**src/rtl/otter_intr_ctrl_if.sv**
```systemverilog
`default_nettype none
// ============================================================================
// otter_intr_ctrl_if : interrupt lines, IOBUS and CPU handshake bundle
// Rev 1.0
// ============================================================================
interface otter_intr_ctrl_if #(
  parameter int N_SRC = 8
);
  logic [N_SRC-1:0] IRQ_IN;
  logic [31:0]      IO_ADDR;
  logic             IO_WR;
  logic [31:0]      IO_WDATA;
  logic [31:0]      IO_RDATA;
  logic             INT_ACK;
  logic             MRET_EXEC;
  logic             CPU_INTR;

  // master = CPU / system side, slave = the interrupt controller
  modport master (
    output IRQ_IN, IO_ADDR, IO_WR, IO_WDATA, INT_ACK, MRET_EXEC,
    input  IO_RDATA, CPU_INTR
  );

  modport slave (
    input  IRQ_IN, IO_ADDR, IO_WR, IO_WDATA, INT_ACK, MRET_EXEC,
    output IO_RDATA, CPU_INTR
  );
endinterface
`default_nettype wire

```
**src/rtl/otter_intr_ctrl.sv**
```systemverilog
`default_nettype none
// ============================================================================
// otter_intr_ctrl : N-source edge-triggered interrupt controller for OTTER
// Rev 1.0
// ============================================================================
module otter_intr_ctrl #(
  parameter int          N_SRC     = 8,
  parameter logic [31:0] BASE_ADDR = 32'h1100_0200
) (
  input  logic             INTC_CLK,
  input  logic             INTC_RST_N,
  otter_intr_ctrl_if.slave bus
);

  localparam int          ID_W         = 5;
  localparam logic [31:0] ADDR_ENABLE  = BASE_ADDR;
  localparam logic [31:0] ADDR_PENDING = BASE_ADDR + 32'd4;
  localparam logic [31:0] ADDR_CAUSE   = BASE_ADDR + 32'd8;

  typedef enum logic [1:0] {
    ST_IDLE   = 2'd0,
    ST_REQ    = 2'd1,
    ST_ACTIVE = 2'd2
  } state_t;

  state_t           state_q, state_d;
  logic [N_SRC-1:0] sync1_q, sync1_d;
  logic [N_SRC-1:0] sync2_q, sync2_d;
  logic [N_SRC-1:0] prev_q, prev_d;
  logic [N_SRC-1:0] enable_q, enable_d;
  logic [N_SRC-1:0] pending_q, pending_d;
  logic [ID_W-1:0]  id_q, id_d;
  logic             cpu_intr_q, cpu_intr_d;

  logic [N_SRC-1:0] irq_rise;
  logic [N_SRC-1:0] cand;
  logic [N_SRC-1:0] id_mask;
  logic [ID_W-1:0]  sel_id;
  logic             wr_enable;
  logic             wr_pending;
  logic             ack_take;
  logic             id_still_live;
  logic [31:0]      rdata;

  // Input path, priority selection and register decode
  always_comb begin
    sync1_d  = bus.IRQ_IN;
    sync2_d  = sync1_q;
    prev_d   = sync2_q;
    irq_rise = sync2_q & ~prev_q;

    cand   = pending_q & enable_q;
    sel_id = '0;
    for (int i = N_SRC - 1; i >= 0; i--) begin
      if (cand[i]) begin
        sel_id = ID_W'(i);
      end
    end

    id_mask = '0;
    for (int i = 0; i < N_SRC; i++) begin
      id_mask[i] = (id_q == ID_W'(i));
    end
    id_still_live = (|(enable_q & id_mask)) && (|(pending_q & id_mask));

    wr_enable  = bus.IO_WR && (bus.IO_ADDR == ADDR_ENABLE);
    wr_pending = bus.IO_WR && (bus.IO_ADDR == ADDR_PENDING);

    rdata = '0;
    if (bus.IO_ADDR == ADDR_ENABLE) begin
      rdata[N_SRC-1:0] = enable_q;
    end else if (bus.IO_ADDR == ADDR_PENDING) begin
      rdata[N_SRC-1:0] = pending_q;
    end else if (bus.IO_ADDR == ADDR_CAUSE) begin
      if (state_q != ST_IDLE) begin
        rdata[31]       = 1'b1;
        rdata[ID_W-1:0] = id_q;
      end
    end
  end

  // Handshake FSM next state; the latched ID is frozen outside IDLE
  always_comb begin
    state_d = state_q;
    id_d    = id_q;
    case (state_q)
      ST_IDLE: begin
        if (|cand) begin
          id_d    = sel_id;
          state_d = ST_REQ;
        end
      end
      ST_REQ: begin
        if (bus.INT_ACK) begin
          state_d = ST_ACTIVE;
        end else if (!id_still_live) begin
          state_d = ST_IDLE;
        end
      end
      ST_ACTIVE: begin
        if (bus.MRET_EXEC) begin
          state_d = ST_IDLE;
        end
      end
      default: begin
        state_d = ST_IDLE;
      end
    endcase
    cpu_intr_d = (state_d == ST_REQ);
  end

  // Pending and enable update; a new edge is applied last so set beats clear
  always_comb begin
    ack_take = (state_q == ST_REQ) && bus.INT_ACK;

    enable_d = enable_q;
    if (wr_enable) begin
      enable_d = bus.IO_WDATA[N_SRC-1:0];
    end

    pending_d = pending_q;
    if (wr_pending) begin
      pending_d = pending_d & ~bus.IO_WDATA[N_SRC-1:0];
    end
    if (ack_take) begin
      pending_d = pending_d & ~id_mask;
    end
    pending_d = pending_d | irq_rise;
  end

  always_ff @(posedge INTC_CLK or negedge INTC_RST_N) begin
    if (!INTC_RST_N) begin
      state_q    <= ST_IDLE;
      sync1_q    <= '0;
      sync2_q    <= '0;
      prev_q     <= '0;
      enable_q   <= '0;
      pending_q  <= '0;
      id_q       <= '0;
      cpu_intr_q <= 1'b0;
    end else begin
      state_q    <= state_d;
      sync1_q    <= sync1_d;
      sync2_q    <= sync2_d;
      prev_q     <= prev_d;
      enable_q   <= enable_d;
      pending_q  <= pending_d;
      id_q       <= id_d;
      cpu_intr_q <= cpu_intr_d;
    end
  end

  assign bus.IO_RDATA = rdata;
  assign bus.CPU_INTR = cpu_intr_q;

  // Write-data bits above the source count have no register behind them
  if (N_SRC < 32) begin : g_wdata_hi
    logic unused_wdata_hi;
    assign unused_wdata_hi = ^bus.IO_WDATA[31:N_SRC];
  end

endmodule
`default_nettype wire

```
**src/flat_wrapper.sv**
```systemverilog
// flat-port wrapper written by rule: the top's interface ports become plain ports
module otter_intr_ctrl_flat 
#(
  parameter int          N_SRC     = 8,
  parameter logic [31:0] BASE_ADDR = 32'h1100_0200
)
  (INTC_CLK, INTC_RST_N, bus_IRQ_IN, bus_IO_ADDR, bus_IO_WR, bus_IO_WDATA, bus_INT_ACK, bus_MRET_EXEC, bus_IO_RDATA, bus_CPU_INTR);
  otter_intr_ctrl_if #(.N_SRC(N_SRC)) bus_i ();
  input  logic INTC_CLK;
  input  logic INTC_RST_N;
  input wire logic [$bits(bus_i.IRQ_IN)-1:0] bus_IRQ_IN;
  input wire logic [$bits(bus_i.IO_ADDR)-1:0] bus_IO_ADDR;
  input wire logic [$bits(bus_i.IO_WR)-1:0] bus_IO_WR;
  input wire logic [$bits(bus_i.IO_WDATA)-1:0] bus_IO_WDATA;
  input wire logic [$bits(bus_i.INT_ACK)-1:0] bus_INT_ACK;
  input wire logic [$bits(bus_i.MRET_EXEC)-1:0] bus_MRET_EXEC;
  output wire logic [$bits(bus_i.IO_RDATA)-1:0] bus_IO_RDATA;
  output wire logic [$bits(bus_i.CPU_INTR)-1:0] bus_CPU_INTR;
  assign bus_i.IRQ_IN = bus_IRQ_IN;
  assign bus_i.IO_ADDR = bus_IO_ADDR;
  assign bus_i.IO_WR = bus_IO_WR;
  assign bus_i.IO_WDATA = bus_IO_WDATA;
  assign bus_i.INT_ACK = bus_INT_ACK;
  assign bus_i.MRET_EXEC = bus_MRET_EXEC;
  assign bus_IO_RDATA = bus_i.IO_RDATA;
  assign bus_CPU_INTR = bus_i.CPU_INTR;
  otter_intr_ctrl #(.N_SRC(N_SRC), .BASE_ADDR(BASE_ADDR)) u_core (.INTC_CLK(INTC_CLK), .INTC_RST_N(INTC_RST_N), .bus(bus_i));
endmodule
```
**config.mk**
```make
export PLATFORM = sky130hd
export DESIGN_NAME = otter_intr_ctrl_flat
export DESIGN_NICKNAME = d
export VERILOG_FILES = /design/src/rtl/otter_intr_ctrl_if.sv /design/src/rtl/otter_intr_ctrl.sv /design/src/flat_wrapper.sv
export SDC_FILE = /design/constraint.sdc
export NUM_CORES = 1
export LEC_CHECK = 0
export BUFFER_PORTS_ARGS = -buffer_cell sky130_fd_sc_hd__buf_2
export CAP_MARGIN = 20
export CORE_UTILIZATION = 46
export CTS_CLUSTER_DIAMETER = 100
export DETAILED_ROUTE_END_ITERATION = 6
export HOLD_SLACK_MARGIN = 0.03
export MAX_ROUTING_LAYER = met4
export PLACE_DENSITY = 0.86
export SLEW_MARGIN = 20
export SYNTH_ARGS = -nofsm -noshare
export SYNTH_HDL_FRONTEND = slang
export SYNTH_SLANG_ARGS = --single-unit
```
**constraint.sdc**
```tcl
create_clock -name INTC_CLK -period 2.7 [get_ports INTC_CLK]
set_clock_uncertainty 0.2 [all_clocks]
set_input_delay 0.54 -clock INTC_CLK [delete_from_list [all_inputs] [get_ports INTC_CLK]]
set_output_delay 0.54 -clock INTC_CLK [all_outputs]
set_load 0.03 [all_outputs]
```
==> impl_results.md, run 1 <==
* Status: finished clean
* Antenna Cells at 0
* Pre-antenna DRT Iters at 4
* Final period util at 98.0%
* Clock net sink count at 46
* Final setup fails at 0
* Post-CTS Setup Bufs at 0
* Total congestion overflow at 0
* Crit start category: input pin
* Number of synthesized flops with an enable pin at 0
* Worst-path clk slew at 90 ps
* YS warnings at 0
* Minimum clock period at 2650 ps
* Mapped Area at 2300 µm²
* Gate Count Post-Synth at 221
* Met3 usage at 4.56%
* TNS Setup at 0 ps
* Synth Area in Simple Gates at 18.0%
* Met1 Use GR at 25.3%
* Gr usage total at 20.6%
* Critical path type: input pin to output pin
* Chip Width at 72.8 µm
* Adder-cell share of the synthesized area at 0%
* CTS Buffer Depth at 2
* # rows at 25
* H-tree depth at 2
* GR peak layer: met2
* Crit path cell chain: buf_2, nor4_2, nand4_2, or2_2, buf_12, nor3_4, buf_2
* Clock Latency Late Sink at 300 ps
* Via count at 1861
* Area contributors post-synth: dfrtp_1, buf_4, mux2_2
* Pwr dens at 445 nW/µm²
* CTS root buffer: clkbuf_8
* Vias in the first global route at 1758
* Global-route wire length before repair at 7960 µm
* Post-synthesis compound-gate area fraction at 12.2%
* Hold Crit Class: input pin to async pin
* Starting DRT DRC Count at 171
* Power Total at 1280 µW
* Wirelength per Cell at 13.9 µm
* CP max FO at 9
* Crit path required time at 1960 ps
* Worst-Margin Slew at 602 ps
* Peak supply drop at 0.375 mV
* Max-cap violations at 0
* Max transition margin at 59.8%
* Fin area at 2880 µm²
* Port bufs at 62
* Synth top area share at 49.9%
* Reg-to-reg setup timing slack at 760 ps
* Final core occ at 60.1%
* Async set-reset flop share out of synthesis at 100%
* Die ar. at 5300 µm²
* Area Overhead vs Synth at 24.9%
* Arr. time, crit path at 1910 ps
* Routed WL at 4980 µm
* Core area at 4790 µm²
* Dominant synthesized flop cell: dfrtp_1
* Vias per cell at 5.18
* Fraction of layout cells with a size suffix above 1 at 39.0%
* Die height at 72.8 µm
* Mux contribution to synthesized area at 8.85%
* Initial Util at 48.2%
* Post-CTS sizing at 0
* Biggest area consumer among synthesized cells: dfrtp_1
* DRC at 0
* Largest net degree at the start of global routing at 31
* Crit-path max cell delay at 330 ps
* Xor-xnor portion of the synthesized cell area at 0%
* Leak pwr at 0.00132 µW
* Final GP Congestion at 0.876
* CP max stage cell: or2_2
* Largest family of logic cells by synthesized area: simple AND/OR/NAND/NOR gates
* Avg Cell Area, Syn at 10.4 µm²
* Layout Nets at 368
* # IOs at 110
* Count of final max-slew check failures at 0
* Placed Area at 2760 µm²
* Hold buffers post-CTS at 0
* Crit path capture type: output pin
* Final Hold Viols at 0
* Met2 Use GR at 32.9%
* Routed Antenna Nets at 0
* CTS Buf Count at 5
* Post-synthesis sequential area ratio at 49.9%
* F_max at 378 MHz
* Seq cells post-synth at 46
* Antenna violations before repair at 0
* CTS tree: built
* Cell variety after synth at 38
* Crit-path most repeated cell: buf_2
* HPWL Detailed at 3850 µm
## where the power goes
group | total [µW] | internal, µW | switching, µW | leakage [µW]
combinational | 137 | 43.6 | 93.2 | 0.000727
clock | 433 | 206 | 227 | 0.0000472
sequential | 712 | 706 | 5.76 | 0.000545
total | 1280 | 956 | 326 | 0.00132
## registers in the layout, indices dropped and copies added (netlist names)
register,flops
u_core.enable_q,8
u_core.prev_q,8
u_core.sync1_q,8
u_core.pending_q,8
u_core.prev_d,8
u_core.state_q,2
u_core.id_q,3
u_core.bus.CPU_INTR,1
## stage by stage
step           hold slack (ps)  worst slack (ps)  instances
6_report                  35.7              54.4        359
5_1_grt                   91.3             -19.6        359
3_5_place_dp               135              10.8        351
4_1_cts                   62.1              3.12        359
3_3_place_gp               131              41.6        351
2_1_floorplan             44.4             0.548        243
## Yosys cell counts, types with 2 or more instances
| cell | instances |
|---|---|
| dfrtp_1 | 46 |
| buf_4 | 24 |
| nor3_1 | 13 |
| inv_1 | 12 |
| mux2_2 | 11 |
| nand2_1 | 10 |
| nand3_1 | 10 |
| o22ai_1 | 10 |
| a21oi_1 | 9 |
| nor2_1 | 9 |
| mux2i_1 | 8 |
| o21ai_0 | 7 |
| clkbuf_1 | 6 |
| a22oi_1 | 4 |
| nand2b_1 | 4 |
| nor4_1 | 4 |
| nor2b_1 | 3 |
| a32oi_1 | 2 |
| and2_1 | 2 |
| nand3b_1 | 2 |
| nand4_2 | 2 |
| nor4b_2 | 2 |
| o211ai_1 | 2 |
| o311ai_0 | 2 |
| o31ai_1 | 2 |
| o41ai_1 | 2 |
| or2_2 | 2 |
## cells by family after synthesis
kind of cell | Yosys count
simple gates | 69
flops | 46
compound gates | 43
buf+inv | 43
mux | 19
other cells | 1
## cell type report
class / count / area, µm²
Fill cell: 397 / 1910
Sequential cell: 46 / 1150
Multi-Input combinational cell: 154 / 1100
Timing Repair Buffer: 72 / 400
Tap cell: 67 / 83.8
Clock buffer: 6 / 82.6
Inverter: 12 / 45.0
Clock inverter: 2 / 12.5
## layer usage
| layer | wire (µm) | part of all wire, % |
|---|---|---|
| met3 | 278 | 5.6 |
| met1 | 2090 | 42 |
| met5 | 0 | 0 |
| met4 | 116 | 2.3 |
| met2 | 2500 | 50 |
## worst max-delay path, delay by kind of cell
kind                   cells  cell delay, ps
and+or+nand+nor            4             880
buffers and inverters      3             480
## placed cells by master, fill, tap and decap left out, types with 3 or more instances in the layout
cell type  count
nand2b_1       4
o22ai_1       10
nand3_1       10
clkbuf_8       6
buf_2         61
a22oi_1        4
nor4b_2        3
o21ai_0        7
inv_1         12
a21oi_1        9
nor2_1         6
dfrtp_1       46
nor3_1         8
nand2_1       10
mux2i_1        8
nor4_2         4
nor3_4         5
buf_4         10
conb_1        23
nor2_4         3
mux2_2        11
## final timing paths
path / startpoint / to / cells past startpoint
max in group asynchronous: INTC_RST_N / u_core.prev_d[0]$_DFF_PN0_ / 2
min: INTC_RST_N / u_core.pending_q[3]$_DFF_PN0_ / 1
max: bus_IO_ADDR[13] / bus_IO_RDATA[7] / 7
min in group INTC_CLK: bus_IRQ_IN[5] / u_core.sync1_q[5]$_DFF_PN0_ / 1
max reg2reg: u_core.id_q[2]$_DFFE_PN0P_ / u_core.state_q[0]$_DFF_PN0_ / 3
min reg2reg: u_core.sync1_q[3]$_DFF_PN0_ / u_core.prev_d[3]$_DFF_PN0_ / 0
(Power assumes the default switching activity.)
==> inputs of run 2 (changes only) <==
--- a/config.mk
+++ b/config.mk
@@ -5,14 +5,15 @@
 export SDC_FILE = /design/constraint.sdc
 export NUM_CORES = 1
 export LEC_CHECK = 0
+export ABC_AREA = 1
 export BUFFER_PORTS_ARGS = -buffer_cell sky130_fd_sc_hd__buf_2
 export CAP_MARGIN = 20
-export CORE_UTILIZATION = 46
+export CORE_UTILIZATION = 48
 export CTS_CLUSTER_DIAMETER = 100
 export DETAILED_ROUTE_END_ITERATION = 6
 export HOLD_SLACK_MARGIN = 0.03
 export MAX_ROUTING_LAYER = met4
-export PLACE_DENSITY = 0.86
+export PLACE_DENSITY = 0.87
 export SLEW_MARGIN = 20
 export SYNTH_ARGS = -nofsm -noshare
 export SYNTH_HDL_FRONTEND = slang
==> run 2 against run 1 <==
  * Non-clock buffer count is 7 lower
  * Via count increased by 17%
  * Combinational power fell by 8%
  * Total power down 3.1%
  * Sequential share of layout area fell by 0.92 points
  * Fmax is 4.2% higher
  * Critical path depth rose by 2
  * Worst hold slack better by 31 ps
  * Worst setup slack improved by 110 ps
  * Clock power fell by 6.7%
  * Cell count is 28% higher
  * Routed wire length rose by 6.8%
  * Highest routed layer unchanged
==> impl_results.md, run 2 <==
* Largest net degree at the start of global routing at 31 (unchanged)
* Total congestion overflow at 0 (unchanged)
* HPWL Detailed at 4380 µm (was 3850 µm)
* Fill cells at 490 (was 397)
* Core area at 5110 µm² (was 4790 µm²)
* F_max at 394 MHz (was 378 MHz)
* Final Instance Count excl. Fillers at 460 (was 359)
* CTS Buf Count at 5 (unchanged)
* CTS tree: built (unchanged)
* Vias in the first global route at 2029 (was 1758)
* Port bufs at 62 (unchanged)
* Number of synthesized flops with an enable pin at 0 (unchanged)
* CP Capture Point: bus_IO_RDATA[5] (was bus_IO_RDATA[7])
* Count leader, synth: nand2_1 (was dfrtp_1)
* Clock Latency Late Sink at 300 ps (about the same)
* Antenna Cells at 0 (unchanged)
* # IOs at 110 (unchanged)
* Post-synthesis sequential area ratio at 45.0% (was 49.9%)
* Gr usage total at 22.1% (was 20.6%)
* Final GP Congestion at 0.952 (was 0.876)
* Layout Nets at 466 (was 368)
* List of most frequent post-synthesis cells: nand2_1, dfrtp_1, inv_1, buf_4, nand3_1 (was dfrtp_1, buf_4, nor3_1, inv_1, mux2_2)
* R2R depth at 8 (was 3)
* Reg-to-reg setup timing slack at 1050 ps (was 760 ps)
* Crit start category: input pin (unchanged)
* Async set-reset flop share out of synthesis at 100% (unchanged)
* Worst r2r src: u_core.id_q[0]$_DFFE_PN0P_ (was u_core.id_q[2]$_DFFE_PN0P_)
* Status: finished clean (unchanged)
* Gate Count Post-Synth at 322 (was 221)
* CP max FO at 6 (was 9)
* Vias per cell at 4.73 (was 5.18)
* Area Overhead vs Synth at 15.2% (was 24.9%)
* # rows at 26 (was 25)
* DRC at 0 (unchanged)
* Critical path type: input pin to output pin (unchanged)
* Pwr dens at 422 nW/µm² (was 445 nW/µm²)
* Routed WL at 5320 µm (was 4980 µm)
* Arr. time, crit path at 1800 ps (was 1910 ps)
* Antenna violations before repair at 0 (unchanged)
* Initial Util at 50.1% (was 48.2%)
* Via count at 2176 (was 1861)
* Most common cell after layout, fill and taps aside: nand2_1 (was buf_2)
* Clock net sink count at 46 (unchanged)
* Pint at 926 µW (was 956 µW)
* Worst-Margin Slew at 664 ps (was 602 ps)
* Cell variety after synth at 27 (was 38)
* Total placed cells including tap cells at 452 (was 351)
* Sequential power share at 57.3% (was 55.6%)
* Final Hold Viols at 0 (unchanged)
* Multi-input gate area at 1140 µm² (was 1100 µm²)
* Wirelength per Cell at 11.6 µm (was 13.9 µm)
* Post-CTS Setup Bufs at 0 (unchanged)
* Net switching power at 316 µW (was 326 µW)
* Post-CTS sizing at 0 (unchanged)
* Hold Crit Class: input pin to async pin (unchanged)
* Routed Antenna Nets at 0 (unchanged)
* Sw Share at 25.5% (was 25.4%)
* Die height at 75.0 µm (was 72.8 µm)
* Pre-antenna DRT Iters at 4 (unchanged)
* CTS root buffer: clkbuf_8 (unchanged)
* TNS Setup at 0 ps (unchanged)
* Clock power share at 32.5% (was 33.8%)
* Synth top area share at 45.0% (was 49.9%)
* Max transition margin at 55.7% (was 59.8%)
* Reg2reg end: u_core.state_q[0]$_DFF_PN0_ (unchanged)
* H-tree depth at 2 (unchanged)
* Fraction of layout cells with a size suffix above 1 at 26.2% (was 39.0%)
* Global-route wire length before repair at 8800 µm (was 7960 µm)
* Area contributors post-synth: dfrtp_1, nand2_1, buf_4 (was dfrtp_1, buf_4, mux2_2)
* Peak supply drop at 0.400 mV (was 0.375 mV)
* Final setup fails at 0 (unchanged)
* Seq cells post-synth at 46 (unchanged)
* Mapped Area at 2560 µm² (was 2300 µm²)
* Biggest area consumer among synthesized cells: dfrtp_1 (unchanged)
* Max-cap violations at 0 (unchanged)
* Worst-path clk slew at 80 ps (was 90 ps)
* RSZ-0062 raised after global routing: no
* Chip Width at 75.0 µm (was 72.8 µm)
* CTS Buffer Depth at 2 (unchanged)
* Logic pwr share at 10.1% (was 10.7%)
* CP Launch Point: bus_IO_ADDR[1] (was bus_IO_ADDR[13])
* Starting DRT DRC Count at 111 (was 171)
* Count of final max-slew check failures at 0 (unchanged)
* Crit path capture type: output pin (unchanged)
* Avg Cell Area, Syn at 7.94 µm² (was 10.4 µm²)
* YS warnings at 0 (unchanged)
* Dominant synthesized flop cell: dfrtp_1 (unchanged)
* Hold Worst Slack at 67.2 ps (was 35.7 ps)
* Hold buffers post-CTS at 0 (unchanged)
* Crit path required time at 1960 ps (about the same)
* Commonest non-fill, non-tap cells in the layout: nand2_1, buf_2, dfrtp_1, inv_1, conb_1 (was buf_2, dfrtp_1, conb_1, inv_1, mux2_2)
* Die ar. at 5620 µm² (was 5300 µm²)
* Final period util at 94.1% (was 98.0%)
* Reg area at 1150 µm² (unchanged)
* Leak pwr at 0.00165 µW (was 0.00132 µW)
* Minimum clock period at 2540 ps (was 2650 ps)
run 2: changes by cell type in the layout (fill, tap and decap cells not counted), sizes merged, moves of 10 or more:
cell | previous run | this run
nand2 | 10 | 114
mux2 | 11 | 0
o22ai | 10 | 0
inv | 12 | 39
nor2 | 9 | 32
nand3 | 10 | 22
run 2: metrics by stage:
stage / setup WS, ps / power [µW] / area (µm²) / util [%]
after floorplan: 118 / 817 / 2640 / -
after global placement: 190 / 848 / 2860 / 56.0
after detailed placement: 173 / 853 / 2860 / 56.0
after CTS: 170 / 1260 / 2950 / 57.7
after global routing: 44.6 / 1300 / 2950 / 57.7
final: 161 / 1240 / 2950 / 57.7
run 2: worst min-delay path by stage:
stage                           startpoint                            end  slack, ps  cells after the start
2_1_floorplan                   INTC_RST_N  u_core.bus.CPU_INTR$_DFF_PN0_         40                      0
3_3_place_gp   u_core.sync1_q[0]$_DFF_PN0_     u_core.prev_d[0]$_DFF_PN0_        130                      0
3_5_place_dp   u_core.sync1_q[7]$_DFF_PN0_     u_core.prev_d[7]$_DFF_PN0_        140                      0
4_1_cts                         INTC_RST_N    u_core.sync1_q[7]$_DFF_PN0_         80                      1
5_1_grt                         INTC_RST_N    u_core.sync1_q[7]$_DFF_PN0_        110                      1
6_report                        INTC_RST_N    u_core.sync1_q[7]$_DFF_PN0_         70                      1
run 2: metal layers:
metal  vias up  track usage [%]  wire [µm]
met3        16             5.09        247
met5         -                -          0
li1       1094                -          -
met2        66             36.1       2710
met1      1000             25.8       2220
met4         0             10.5        140
run 2: power by group through the flow:
stage | registers (µW) | clock network, µW | logic, µW
global placement | 725 | 0 | 123
global route | 714 | 442 | 142
CTS | 713 | 421 | 127
detailed placement | 727 | 0 | 127
finish | 712 | 404 | 126
floorplan | 725 | 0 | 92.1
run 2: cell families after synthesis:
| kind of cell | count (synthesis) | synth area share, % |
|---|---|---|
| compound gates | 23 | 5.23 |
| buf+inv | 66 | 13.6 |
| flops | 46 | 45.0 |
| other cells | 1 | 0.147 |
| simple gates | 186 | 36.0 |
run 2: cell type report:
class | instances | share of cell area (%)
Multi-Input combinational cell | 232 | 38.7
Tap cell | 70 | 2.97
Timing Repair Buffer | 65 | 11.3
Clock buffer | 6 | 2.46
Sequential cell | 46 | 39.1
Inverter | 39 | 4.97
Clock inverter | 2 | 0.467
run 2: critical path, stage by stage:
cell     delay, ps
buf_2          100
nor2_2         140
inv_1           60
nor2_2         110
nand2_1        100
nor2_4         190
nand3_2        150
o21ai_1        170
buf_2          220
